[src/rtl/counter_pkg.sv]
// counter_pkg: shared types and helpers for the nested loop-index generator.
//   state_e  - run-control FSM encoding (IDLE, RUN, DONE)
//   is_final - "count + step would pass end" test, evaluated one bit wider
//              than the operands so the sum can never wrap.
package counter_pkg;

    typedef enum logic [1:0] {
        IDLE,
        RUN,
        DONE
    } state_e;

    // Widest index supported by is_final; callers zero-extend into it.
    localparam int unsigned MaxBits = 32;

    function automatic logic is_final(input logic [MaxBits-1:0] count,
                                      input logic [MaxBits-1:0] step,
                                      input logic [MaxBits-1:0] end_val);
        logic [MaxBits:0] sum;
        sum = {1'b0, count} + {1'b0, step};
        return sum > {1'b0, end_val};
    endfunction

endpackage

[src/rtl/counter_dim.sv]
// counter_dim: one dimension of the nested counter.
//   clk_i, rst_ni  - clock, synchronous active-low reset
//   load_i         - latch start/end/step and set the index to start
//   step_en_i      - advance this dimension (carry from the inner dims)
//   start_val_i, end_val_i, step_val_i - configuration, used only on load_i
//   count_o        - current index
//   final_o        - index is at its last value for the latched range
module counter_dim
    import counter_pkg::*;
#(
    parameter int unsigned Bits = 8
) (
    input  logic            clk_i,
    input  logic            rst_ni,
    input  logic            load_i,
    input  logic            step_en_i,
    input  logic [Bits-1:0] start_val_i,
    input  logic [Bits-1:0] end_val_i,
    input  logic [Bits-1:0] step_val_i,
    output logic [Bits-1:0] count_o,
    output logic            final_o
);

    logic [Bits-1:0] count_q, count_d;
    logic [Bits-1:0] start_q, end_q, step_q;
    logic            reload;

    always_comb begin
        // A zero step can never progress, so treat it as final. start > end
        // falls out of is_final naturally and keeps the index pinned at start.
        final_o = (step_q == '0) ||
                  is_final(MaxBits'(count_q), MaxBits'(step_q), MaxBits'(end_q));
        reload  = step_en_i && final_o;
        count_d = count_q;
        if (load_i) begin
            count_d = start_val_i;
        end else if (reload) begin
            count_d = start_q;
        end else if (step_en_i) begin
            count_d = count_q + step_q;
        end
    end

    always_ff @(posedge clk_i) begin
        if (!rst_ni) begin
            count_q <= '0;
            start_q <= '0;
            end_q   <= '0;
            step_q  <= '0;
        end else begin
            count_q <= count_d;
            if (load_i) begin
                start_q <= start_val_i;
                end_q   <= end_val_i;
                step_q  <= step_val_i;
            end
        end
    end

    assign count_o = count_q;

endmodule

[src/rtl/nested_counter.sv]
// nested_counter: multi-dimensional loop-index generator with ready/valid
// output. Dimension 0 is innermost; carries ripple outward.
//   clk_i, rst_ni  - clock, synchronous active-low reset
//   start_i        - latch config and begin a run (IDLE only)
//   clear_i        - abort, return to IDLE (highest priority)
//   continuous_i   - with start_i: 1 = wrap forever, 0 = one-shot
//   start_vals_i / end_vals_i / step_vals_i - per-dimension config, packed
//                    with dimension d at [d*Bits +: Bits]
//   ready_i        - consumer accepts the current tuple
//   valid_o        - count_o holds a valid tuple
//   count_o        - current index tuple, same packing as the config
//   last_o         - bit d: dimensions 0..d all at their final value
//   busy_o         - run in progress
//   done_o         - one-cycle pulse after a one-shot run completes
module nested_counter
    import counter_pkg::*;
#(
    parameter int unsigned Bits = 8,
    parameter int unsigned Dims = 3
) (
    input  logic                 clk_i,
    input  logic                 rst_ni,
    input  logic                 start_i,
    input  logic                 clear_i,
    input  logic                 continuous_i,
    input  logic [Dims*Bits-1:0] start_vals_i,
    input  logic [Dims*Bits-1:0] end_vals_i,
    input  logic [Dims*Bits-1:0] step_vals_i,
    input  logic                 ready_i,
    output logic                 valid_o,
    output logic [Dims*Bits-1:0] count_o,
    output logic [Dims-1:0]      last_o,
    output logic                 busy_o,
    output logic                 done_o
);

    state_e          state_q, state_d;
    logic            cont_q;
    logic            load;
    logic            accept;
    logic [Dims-1:0] final_w;
    logic [Dims-1:0] chain;
    logic [Dims-1:0] step_en;

    assign load   = (state_q == IDLE) && start_i && !clear_i;
    assign accept = (state_q == RUN) && ready_i && !clear_i;

    // chain[d]: dims 0..d are all final. Dim d steps when chain[d-1] holds.
    always_comb begin
        chain      = '0;
        step_en    = '0;
        chain[0]   = final_w[0];
        step_en[0] = accept;
        for (int unsigned d = 1; d < Dims; d++) begin
            chain[d]   = chain[d-1] & final_w[d];
            step_en[d] = accept & chain[d-1];
        end
    end

    for (genvar g = 0; g < Dims; g++) begin : g_dim
        counter_dim #(
            .Bits(Bits)
        ) u_dim (
            .clk_i      (clk_i),
            .rst_ni     (rst_ni),
            .load_i     (load),
            .step_en_i  (step_en[g]),
            .start_val_i(start_vals_i[g*Bits +: Bits]),
            .end_val_i  (end_vals_i[g*Bits +: Bits]),
            .step_val_i (step_vals_i[g*Bits +: Bits]),
            .count_o    (count_o[g*Bits +: Bits]),
            .final_o    (final_w[g])
        );
    end

    always_comb begin
        state_d = state_q;
        unique case (state_q)
            IDLE: if (start_i) state_d = RUN;
            RUN:  if (accept && chain[Dims-1] && !cont_q) state_d = DONE;
            DONE: state_d = IDLE;
            default: state_d = IDLE;
        endcase
        if (clear_i) state_d = IDLE;
    end

    always_ff @(posedge clk_i) begin
        if (!rst_ni) begin
            state_q <= IDLE;
            cont_q  <= 1'b0;
        end else begin
            state_q <= state_d;
            if (load) cont_q <= continuous_i;
        end
    end

    assign valid_o = (state_q == RUN);
    assign busy_o  = (state_q == RUN);
    assign done_o  = (state_q == DONE);
    // Outside RUN the index registers are stale, so last_o is masked.
    assign last_o  = valid_o ? chain : '0;

endmodule

[config.mk]
export PLATFORM = sky130hd
export DESIGN_NAME = nested_counter
export DESIGN_NICKNAME = d
export VERILOG_FILES = /design/src/rtl/counter_pkg.sv /design/src/rtl/counter_dim.sv /design/src/rtl/nested_counter.sv
export SDC_FILE = /design/constraint.sdc
export NUM_CORES = 1
export LEC_CHECK = 0
export CORE_MARGIN = 10
export CORE_UTILIZATION = 50
export DETAILED_ROUTE_END_ITERATION = 10
export PLACE_DENSITY = 0.74
export SLEW_MARGIN = 20
export SYNTH_ARGS = -nofsm -noshare
export SYNTH_HDL_FRONTEND = slang
export SYNTH_SLANG_ARGS = --single-unit
[constraint.sdc]
create_clock -name clk_i -period 9.3 [get_ports clk_i]
set_clock_uncertainty 0.05 [all_clocks]
set_input_delay 1.86 -clock clk_i [delete_from_list [all_inputs] [get_ports clk_i]]
set_output_delay 1.86 -clock clk_i [all_outputs]
set_load 0.02 [all_outputs]
==> results.ini <==
[die]
die_x_microns = 124
coreArea_sq_um = 10400
die_h_microns = 124
rows = 37
floorplan.initialDensity_pct = 51.7
ios = 108
die-area_sq_um = 15300

[worst_setup_path]
critPathRequiredTime_ns = 7.39
regToRegStartpoint = g_dim[2].u_dim.step_q[0]
cp_data_arrival_time_ns = 4.43
crit_path_cell_trace = ha_1 > fa_1 > a21o_1 > a21oi_1 > xnor2_1 > ha_1 > and4_1 > a221o_1 > a221o_1 > a21oi_4 > nor2_1 > and2_1 > clkdlybuf4s50_1
r2r_end = g_dim[2].u_dim.count_o[7]
r2r_slack_ns = 5.21
endpoint_kind = output pin
worst-r2r-cell-count = 13
start_kind = flip-flop
cpMaxStageDelayCell = clkdlybuf4s50_1
cp_max_fo = 16
critPathMaxStageDelay_ns = 0.54
critPathKind = flip-flop to output pin

[route]
drtPass1Iterations = 5
via_count = 5080
dr.first_iter.drc_count = 343
via_per_inst = 5.69
drcViolationCount = 0
wire_per_inst_microns = 17.3
drt_wl_total_microns = 15400
detail-route-antenna-nets = 0

[global_routing]
grt_pass1_wl_microns = 24600
grt_overflow = 0
antenna_found_initial = 0
grt_usage_pct = 20.0
grt_max_degree = 97
first_global_vias = 4958

[synth]
seq_area_frac_synth_pct = 36.9
synthArstFlopShare_pct = 0
yosysTopAreaCell = dfxtp_1
synth_top_area_share_pct = 36.9
ys.flop_type = dfxtp_1
synth_area_leaders = dfxtp_1 37%, nand2_1 11%, ha_1 11%, a21oi_1 8.7%, clkbuf_1 2.2%
synth_edf_count = 0
synthTopCellsByCount = 162 x nand2_1, 99 x dfxtp_1, 93 x a21oi_1
syn_area_sq_um = 5370
postSynthNetCount = 796
synth-seq-cells = 99
syn-instance-count = 667
synth_cell_types = 60
synth.avg_cell_area_sq_um = 8.04
ys.warnings.count = 0
synth_most_common_cell = nand2_1

[sta]
period_minus_slack_ns = 6.34
max_freq_ghz = 0.158
worst_slack_ns = 2.96
hold_slack_ns = 0.398
drv_slew = 0
maxSlewHeadroom_pct = 33.1
rsz0062_at_grt = false
finalSetupTns_ns = 0
tightest_slew_ns = 1.00
finalCritPeriodShare_pct = 68.2
finalHoldViolCount = 0
setup_viol = 0

[cts]
cts_buffers = 9
cts.sinks = 99
clk_latency_ns = 0.37
cts_tree = built
ctsRootBufferMaster = clkbuf_8
cts_resized = 0
h-tree-depth = 3
cts_buffer_depth = 2
holdBufCountCts = 0
path_clk_slew_ns = 0.09
postCtsSetupBuffers = 0

[finish]
fill_cells = 908
areaGrowthSynthToFinish_pct = 24.7
layout-drive-gt1-share_pct = 4.49
antenna_cells = 0
design_area_sq_um = 6690
layout.nets = 882

[placement]
dp_hpwl_microns = 11500
dpl-instance-area_sq_um = 6500
place_ws_ns = 3.38
portBuffers = 107
place_congestion = 0.933

[hold_path]
holdPathStages = 1
min_to = state_q[1]
hp-start = cont_q
hold_class = flip-flop to flip-flop

[power]
peakVddDrop_v = 0.0000892
p_leak_uw = 0.00263
p_per_area_nw_per_um2 = 150

[outcome]
status = completed

[run]
maxCapViolCount = 0

-- placed cells by master (no fill, tap or decap), types with 4 or more instances in the layout --
cell type / n
clkdlybuf4s50_1: 107
nand3_1: 7
o21a_1: 4
xnor2_1: 13
a21o_1: 8
buf_4: 4
nand4_1: 8
a211oi_1: 10
o21ai_0: 22
nor4_1: 5
a21boi_0: 4
a31oi_1: 7
clkbuf_8: 10
inv_1: 27
mux2_2: 4
dfxtp_1: 99
o21bai_1: 7
a21oi_1: 93
nor2_1: 23
nor2b_1: 5
mux2i_1: 8
nand2_1: 162
ha_1: 48
o221ai_1: 8
o22ai_1: 7
xor2_1: 4
o211ai_1: 6
-- cell families (layout without fill, tap and decap cells) --
| group | after synthesis | after routing | share of synthesized area (%) |
|---|---|---|---|
| muxes | 13 | 13 | 2.54 |
| adders and majority gates | 51 | 51 | 12.3 |
| DFF | 99 | 99 | 36.9 |
| AOI/OAI and AO/OA | 194 | 194 | 22.5 |
| and+or+nand+nor | 229 | 229 | 18.2 |
| buffers and inverters | 64 | 154 | 4.73 |
| xor gates and xnor gates | 17 | 17 | 2.78 |
-- through the flow --
stage / total power, uW / cells / utilization [%]
3_5_place_dp: 735 / 878 / 62.7
2_1_floorplan: 641 / 667 / -
3_3_place_gp: 727 / 878 / 62.7
6_report: 1010 / 893 / 64.5
5_1_grt: 1060 / 893 / 64.5
4_1_cts: 1010 / 893 / 64.5
-- final cells by class --
cell class	count	area [sq um]	share of cell area, %
well taps	136	170	2.54
clock buffers	11	141	2.11
clock inverters	4	51.3	0.767
inverters	28	105	1.57
flip-flops and latches	99	1980	29.6
repair buffers	111	1100	16.5
multi-input cells	504	3140	46.9
-- power breakdown --
group | total [uW] | switching (uW) | internal [uW]
registers | 466 | 19.3 | 446
logic | 263 | 138 | 124
clock network | 278 | 147 | 130
-- layer usage --
metal / wire [microns] / up-vias / track usage [%]
li1: - / 2518 / -
met1: 6500 / 2373 / 24.5
met2: 7540 / 162 / 33.3
met3: 1010 / 27 / 5.20
met4: 364 / 0 / 7.06
met5: 0 / - / 0
-- worst max-delay path: cells and delay by family, from the launching register on --
family	cells	cell delay (ns)
AND/OR/NAND/NOR	3	0.53
flip-flops	1	0.34
XOR/XNOR	1	0.17
adder cells (fa/ha/maj)	3	0.95
buffers and inverters	1	0.54
AO/OA/AOI/OAI	5	1.51
-- flip-flops by register name (all words and copies together), names as in the netlist --
| signal | count |
|---|---|
| cont_q | 1 |
| g_dim.u_dim.count_o | 24 |
| g_dim.u_dim.end_q | 24 |
| g_dim.u_dim.start_q | 24 |
| g_dim.u_dim.step_q | 24 |
| state_q | 2 |
-- worst max path at each step --
stage	startpoint	end	slack [ns]
6_report	g_dim[1].u_dim.count_o[0]	last_o[2]	2.96
5_1_grt	g_dim[1].u_dim.count_o[0]	last_o[2]	2.74
4_1_cts	g_dim[1].u_dim.count_o[0]	last_o[2]	2.94
3_5_place_dp	g_dim[1].u_dim.count_o[0]	last_o[2]	3.38
3_3_place_gp	g_dim[1].u_dim.count_o[0]	last_o[2]	3.46
2_1_floorplan	g_dim[1].u_dim.count_o[0]	last_o[2]	4.04
(Power assumes the default switching activity.)
